**config.mk**
```make
export PLATFORM = sky130hd
export DESIGN_NAME = execute_stage
export DESIGN_NICKNAME = d
export VERILOG_FILES = /design/src/rtl/execute_stage.sv
export SDC_FILE = /design/constraint.sdc
export NUM_CORES = 1
export LEC_CHECK = 0
export BUFFER_PORTS_ARGS = -buffer_cell sky130_fd_sc_hd__clkbuf_2
export CORE_AREA = 2 2 268 270
export DETAILED_ROUTE_END_ITERATION = 6
export DIE_AREA = 0 0 270 272
export HOLD_SLACK_MARGIN = 0.15
export PLACE_DENSITY = 0.51
export SYNTH_ARGS = -nofsm -noshare
export SYNTH_HDL_FRONTEND = slang
export SYNTH_SLANG_ARGS = --single-unit
```
**constraint.sdc**
```tcl
create_clock -name clk -period 7.6 [get_ports clk]
set_input_delay 1.52 -clock clk [delete_from_list [all_inputs] [get_ports clk]]
set_output_delay 1.52 -clock clk [all_outputs]
set_load 0.02 [all_outputs]
```
**src/rtl/execute_stage.sv**
```systemverilog
// EX stage: operand forwarding from MEM/WB, 64-bit ALU, branch target, EX/MEM register.
// Latency 1 cycle (all outputs registered); no backpressure, captures every rising edge.
// Backpressure: none; stalls and flushes are handled upstream by zeroing the control bits.
module execute_stage (
    input  logic        clk,
    input  logic        resetl,
    input  logic        RegWrite_EX,
    input  logic        ALUSrc_EX,
    input  logic        Branch_EX,
    input  logic        Uncondbranch_EX,
    input  logic        MemRead_EX,
    input  logic        MemWrite_EX,
    input  logic        Mem2Reg_EX,
    input  logic [3:0]  ALUOp_EX,
    input  logic [4:0]  RD_EX,
    input  logic [4:0]  rm_EX,
    input  logic [4:0]  rn_EX,
    input  logic [63:0] RegOutA_EX,
    input  logic [63:0] RegOutB_EX,
    input  logic [63:0] SignExtImm64_EX,
    input  logic [63:0] pc_EX,
    input  logic [63:0] aluout_MEM,
    input  logic [63:0] memtoregout_WB,
    input  logic        regwrite_WB,
    input  logic [4:0]  rd_WB,
    output logic        RegWrite_MEM,
    output logic        Branch_MEM,
    output logic        Uncondbranch_MEM,
    output logic        MemRead_MEM,
    output logic        MemWrite_MEM,
    output logic        Mem2Reg_MEM,
    output logic        ALUzero_MEM,
    output logic [4:0]  RD_MEM,
    output logic [63:0] RegOutB_MEM,
    output logic [63:0] ALUout_MEM,
    output logic [63:0] PCtarget_MEM,
    output logic [63:0] pc_MEM
);

    localparam logic [4:0] XZR      = 5'd31;
    localparam logic [3:0] ALU_AND  = 4'b0000;
    localparam logic [3:0] ALU_ORR  = 4'b0001;
    localparam logic [3:0] ALU_ADD  = 4'b0010;
    localparam logic [3:0] ALU_SUB  = 4'b0110;
    localparam logic [3:0] ALU_PASS = 4'b0111;

    typedef struct packed {
        logic        regwrite;
        logic        branch;
        logic        uncondbranch;
        logic        memread;
        logic        memwrite;
        logic        mem2reg;
        logic        aluzero;
        logic [4:0]  rd;
        logic [63:0] regoutb;
        logic [63:0] aluout;
        logic [63:0] pctarget;
        logic [63:0] pc;
    } exmem_t;

    exmem_t      ex_mem_q;
    exmem_t      ex_mem_d;
    logic [63:0] fwd_a;
    logic [63:0] fwd_b;
    logic [63:0] alu_b;
    logic [63:0] alu_res;

    // MEM (our own registered result) outranks WB; XZR reads as the register file gives it.
    always_comb begin
        fwd_a = RegOutA_EX;
        if (ex_mem_q.regwrite && (ex_mem_q.rd == rn_EX) && (rn_EX != XZR)) begin
            fwd_a = aluout_MEM;
        end else if (regwrite_WB && (rd_WB == rn_EX) && (rn_EX != XZR)) begin
            fwd_a = memtoregout_WB;
        end

        fwd_b = RegOutB_EX;
        if (ex_mem_q.regwrite && (ex_mem_q.rd == rm_EX) && (rm_EX != XZR)) begin
            fwd_b = aluout_MEM;
        end else if (regwrite_WB && (rd_WB == rm_EX) && (rm_EX != XZR)) begin
            fwd_b = memtoregout_WB;
        end
    end

    assign alu_b = ALUSrc_EX ? SignExtImm64_EX : fwd_b;

    always_comb begin
        alu_res = '0;
        case (ALUOp_EX)
            ALU_AND:  alu_res = fwd_a & alu_b;
            ALU_ORR:  alu_res = fwd_a | alu_b;
            ALU_ADD:  alu_res = fwd_a + alu_b;
            ALU_SUB:  alu_res = fwd_a - alu_b;
            ALU_PASS: alu_res = alu_b;
            default:  alu_res = '0;
        endcase
    end

    always_comb begin
        ex_mem_d              = '0;
        ex_mem_d.regwrite     = RegWrite_EX;
        ex_mem_d.branch       = Branch_EX;
        ex_mem_d.uncondbranch = Uncondbranch_EX;
        ex_mem_d.memread      = MemRead_EX;
        ex_mem_d.memwrite     = MemWrite_EX;
        ex_mem_d.mem2reg      = Mem2Reg_EX;
        ex_mem_d.aluzero      = (alu_res == 64'd0);
        ex_mem_d.rd           = RD_EX;
        // Store data is the forwarded register value, never the immediate.
        ex_mem_d.regoutb      = fwd_b;
        ex_mem_d.aluout       = alu_res;
        ex_mem_d.pctarget     = pc_EX + SignExtImm64_EX;
        ex_mem_d.pc           = pc_EX;
    end

    always_ff @(posedge clk or negedge resetl) begin
        if (!resetl) begin
            ex_mem_q <= '0;
        end else begin
            ex_mem_q <= ex_mem_d;
        end
    end

    assign RegWrite_MEM     = ex_mem_q.regwrite;
    assign Branch_MEM       = ex_mem_q.branch;
    assign Uncondbranch_MEM = ex_mem_q.uncondbranch;
    assign MemRead_MEM      = ex_mem_q.memread;
    assign MemWrite_MEM     = ex_mem_q.memwrite;
    assign Mem2Reg_MEM      = ex_mem_q.mem2reg;
    assign ALUzero_MEM      = ex_mem_q.aluzero;
    assign RD_MEM           = ex_mem_q.rd;
    assign RegOutB_MEM      = ex_mem_q.regoutb;
    assign ALUout_MEM       = ex_mem_q.aluout;
    assign PCtarget_MEM     = ex_mem_q.pctarget;
    assign pc_MEM           = ex_mem_q.pc;

endmodule

```
# After elaboration in Yosys (flattened, before gate mapping)
# Index checks and enable logic that the tools add are counted.
[word_totals] elab_cells=43 ff_bits=268 out_inout_bits=268 input_bits=418
[classes] n_addsub=3 reduce_logical=10 bitwise_logic=2 n_eq_ne=10 mux=6
[ops] op="64-bit two-way mux" n=5
[ops] op="64-bit case mux with 5 select lines" n=1
[ops] op="64-bit adder" n=2
[ops] op="64-bit AND" n=1
[ops] op="64-bit logical NOT" n=1
[ops] op="64-bit bitwise OR" n=1
[ops] op="64-bit subtractor" n=1
[ops] op="5-bit == test" n=4
[ops] op="5-bit != test (second input constant)" n=2
[ops] op="4-bit by 3-bit == test with 1-bit output (second input constant)" n=2
[ops] op="1-bit logical AND" n=8
[ops] op="4-bit by 1-bit == test with 1-bit output (second input constant)" n=1
[ops] op="4-bit by 2-bit == test with 1-bit output (second input constant)" n=1
[ops] op="4-bit logical NOT" n=1

# Depth between registers and ports, before layout
[depth] word_depth=9 mapped_depth=32 mapped_depth_nobuf=28

# Worst setup path after synthesis
# OpenSTA, ideal clock, no wires.
[synth_timing] path_type="input -> register" start="input port rd_WB[2]" end="register ex_mem_q (netlist bit ALUzero_MEM)" required_time_ns=7.520 arrival_ns=7.859 path_stages=32 setup_ns=0.080 n_path_buf=4 setup_slack_ns=-0.339 cell_sequence="xnor2_1 nand4_2 buf_2 buf_2 buf_2 o31ai_1 a311oi_1 a21oi_1 ha_1 and2_1 and3_1 nand3_1 nor3_1 nor3b_1 and4_1 a31oi_1 xor2_1 ha_1 clkbuf_1 nand4_1 or3_1 and3b_1 nor2b_1 a32o_1 or4b_1 a21boi_1 xor2_1 o22ai_1 or4b_2 nor4_1 nand4_1 nor3_2"
[synth_lines] item="start, declared" line="25" rtl="input logic [4:0] rd_WB,"
[synth_lines] item="end signal, assigned" line="121" rtl="ex_mem_q <= ex_mem_d;"
[synth_lines] item="end, declared" line="62" rtl="exmem_t ex_mem_q;"

==> impl_metrics.csv <==
group,metric,value,unit
run_status,outcome,"complete, but fails checks",
run_status,violations,"setup timing",
route,drt_first_iter_violations,2912,
yosys,yosys_warnings,0,
route,wire_per_inst,27.5,um
sta,rsz0062_at_grt,"true",
power,power_frac_seq,26.8,%
setup_path,r2r_start,"RD_MEM[3]",
yosys,synth_top_area_cell,"dfrtp_1",
global_route,use_met2,52.1,%
route,routed_via_density,5.59,
route,ant_nets,0,
place,dp.cells,4722,
clock_tree,numCtsBuffers,31,
yosys,yosys_register_bits,268,
setup_path,slowest_stage,"or4_1",
power,internal_power,3760,uW
yosys,ys.flop_type,"dfrtp_1",
route,drc,0,
power,design_power_total,6120,uW
sta,setup_slack,-0.0939,ns
setup_path,critPathMaxStageDelay,0.53,ns
sta,tightest_slew,1.12,ns
yosys,synth_cell_types,98,
yosys,synth_area_leaders,"dfrtp_1, ha_1, a21oi_1",
place,dp_slack,-0.754,ns
yosys,async_flop_share,100,%
yosys,synth_edf_count,0,
place,portBuffers,685,
global_route,grt_start_max_net_pins,97,
floorplan,rows,98,
global_route,grt_pass1_wl,185000,um
global_route,track_usage,34.3,%
setup_path,cp-start-kind,"primary input",
floorplan,io_pins,686,
floorplan,start_util,30.9,%
sta,finalSetupViolCount,1,
setup_path,worst-path-buf-inv,9,
place,placed_area,30400,um2
yosys,synthCells,2686,
clock_tree,cts_sinks,268,
yosys,synth_most_common_cell,"nand2_1",
yosys,synth_top_cell_area_share,30.7,%
setup_path,critical_path_class,"primary input to register",
place,place_hpwl,111000,um
flow_run,maxCapViolCount,0,
clock_tree,hold_buffers,0,
finish,num-nets-final,4369,
setup_path,crit_family,"simple AND/OR/NAND/NOR gates",
clock_tree,clock_latency,0.63,ns
power,power_density,191,nW/um2
global_route,grt_use_met1,50.3,%
yosys,syn_area,21800,um2
setup_path,crit_fanout,7,
finish,drive_gt1_share,38.2,%
yosys,avgSynthCellArea,8.13,um2
clock_tree,cts_root_buf,"clkbuf_16",
floorplan,die_w,270,um
global_route,use_met3,6.06,%
clock_tree,clk_pin_slew,0.06,ns
place,place.gp.congestion,1.05,
floorplan,die_area,73400,um2
finish,fin_util,45.4,%
clock_tree,htreeDepth,1,
yosys,synth.yosys.seq_area_share,30.7,%
global_route,antenna_found_initial,23,
setup_path,startpoint,"rm_EX[0]",
power,p_clk_share,29.0,%
sta,period_share,101,%
setup_path,crit_arrival,8.25,ns
sta,finalHoldViolations,0,
power,p_sw_share,38.6,%
sta,clock_skew,0.0232,ns
power,comb_power_share,44.2,%
clock_tree,cts_tree,"yes",
global_route,grt_pass1_vias,25200,
power,net-switching-power,2360,uW
min_path,worst_hold_path_type,"primary input to async pin",
global_route,grt_overflow,0,
yosys,syn_nets,3235,
route,wirelength,132000,um
sta,max_slew_margin,24.6,%
finish,finalNonFillerCells,4810,
sta,finalCriticalPeriod,7.69,ns
yosys,synth_common_cells,"nand2_1, dfrtp_1, a21oi_1",
sta,clock.fmax,130,MHz
route,drt_pre_antenna_iters,6,
clock_tree,clock_path_buffers,3,
sta,maxSlewViolCount,0,
finish,design_area,32100,um2
route,vias,26900,
finish,area_delta_synth_final,47.0,%
floorplan,core-area,70800,um2
power,max-vdd-ir-drop,0.192,mV
setup_path,end_kind,"register",
power,p_leak,0.0155,uW
global_route,busiest_layer,"met2",
floorplan,die_h,272,um
setup_path,path_common_cell,"buf_4",
setup_path,cp.required,8.15,ns
==> per-layer routing <==
| layer | vias to the layer above | wire (um) |
|---|---|---|
| met4 | 10 | 3380 |
| met3 | 169 | 11100 |
| met5 | - | 54 |
| met2 | 1378 | 57100 |
| li1 | 12300 | - |
| met1 | 13000 | 60500 |
==> layout make-up <==
type | instances | area [um2]
fill | 7264 | 38600
multi-input combinational | 2194 | 14800
timing repair buffer | 1271 | 8010
sequential | 268 | 6710
tap | 950 | 1190
clock buffer | 35 | 801
clock inverter | 23 | 363
inverter | 54 | 203
antenna | 15 | 37.5
==> state kept, by name, indices dropped and copies added, names as in the netlist <==
signal and cells:
MemWrite_MEM 1, ALUout_MEM 64, PCtarget_MEM 64, Mem2Reg_MEM 1, RegWrite_MEM 1, MemRead_MEM 1
Uncondbranch_MEM 1, ALUzero_MEM 1, pc_MEM 64, RegOutB_MEM 64, RD_MEM 5, Branch_MEM 1
==> final timing paths <==
check / endpoint / slack, ns / depth (start not counted)
max in group asynchronous: PCtarget_MEM[20] / 5.25 / 2
min: pc_MEM[59] / 0.92 / 1
min reg2reg: RegOutB_MEM[3] / 0.96 / 3
max reg2reg: ALUzero_MEM / 0.60 / 30
min in group clk: RegOutB_MEM[3] / 0.96 / 3
max: ALUzero_MEM / -0.09 / 32
==> power by group through the flow <==
stage	combinational (uW)	clock (uW)	sequential, uW
after floorplan	1120	0	1860
after global placement	2610	0	1660
after detailed placement	2590	0	1670
after CTS	2610	1790	1640
after global routing	2870	1850	1650
final	2710	1770	1640
==> logic make-up (layout without fill, tap and decap cells) <==
group | Yosys count | in the layout | share of synthesized area [%]
other | 0 | 15 | 0
DFF | 268 | 268 | 30.7
buffers and inverters | 224 | 1383 | 4.21
muxes | 38 | 38 | 1.78
adders and majority gates | 132 | 132 | 7.62
and+or+nand+nor | 913 | 913 | 20.2
xor gates and xnor gates | 183 | 183 | 7.34
AOI/OAI and AO/OA | 928 | 928 | 28.1
==> repair_timing <==
item	4_1_cts	5_1_grt
endpoints found under the setup margin	1	3
pin swaps	4	24
hold endpoints to repair	0	0
gates resized for setup	12	67
buffers inserted	1	14
cloned	0	0
==> cell usage in the layout, fill, tap and decap left out, drive strengths merged, types with 20 or more instances in the layout <==
| cell type | instances |
|---|---|
| and2 | 25 |
| or2 | 21 |
| a311oi | 28 |
| xor2 | 76 |
| ha | 129 |
| dfrtp | 268 |
| inv | 56 |
| o31ai | 60 |
| nor2 | 220 |
| o21ai | 117 |
| o211ai | 21 |
| a21o | 82 |
| nand3 | 57 |
| nor3 | 77 |
| a31oi | 143 |
| a21oi | 246 |
| a211oi | 24 |
| clkbuf | 716 |
| nand2 | 291 |
| o21a | 25 |
| nor2b | 20 |
| mux2i | 35 |
| o21bai | 21 |
| o22ai | 31 |
| nand4 | 90 |
| xnor2 | 107 |
| a21boi | 30 |
| buf | 590 |
==> metrics by stage <==
step           TNS, ns  hold slack (ns)
4_1_cts              0            0.964
5_1_grt         -0.372            0.978
6_report       -0.0939            0.923
3_5_place_dp     -1.49            0.964
3_3_place_gp     -2.04            0.978
2_1_floorplan        0            0.838
(Power assumes the default switching activity.)
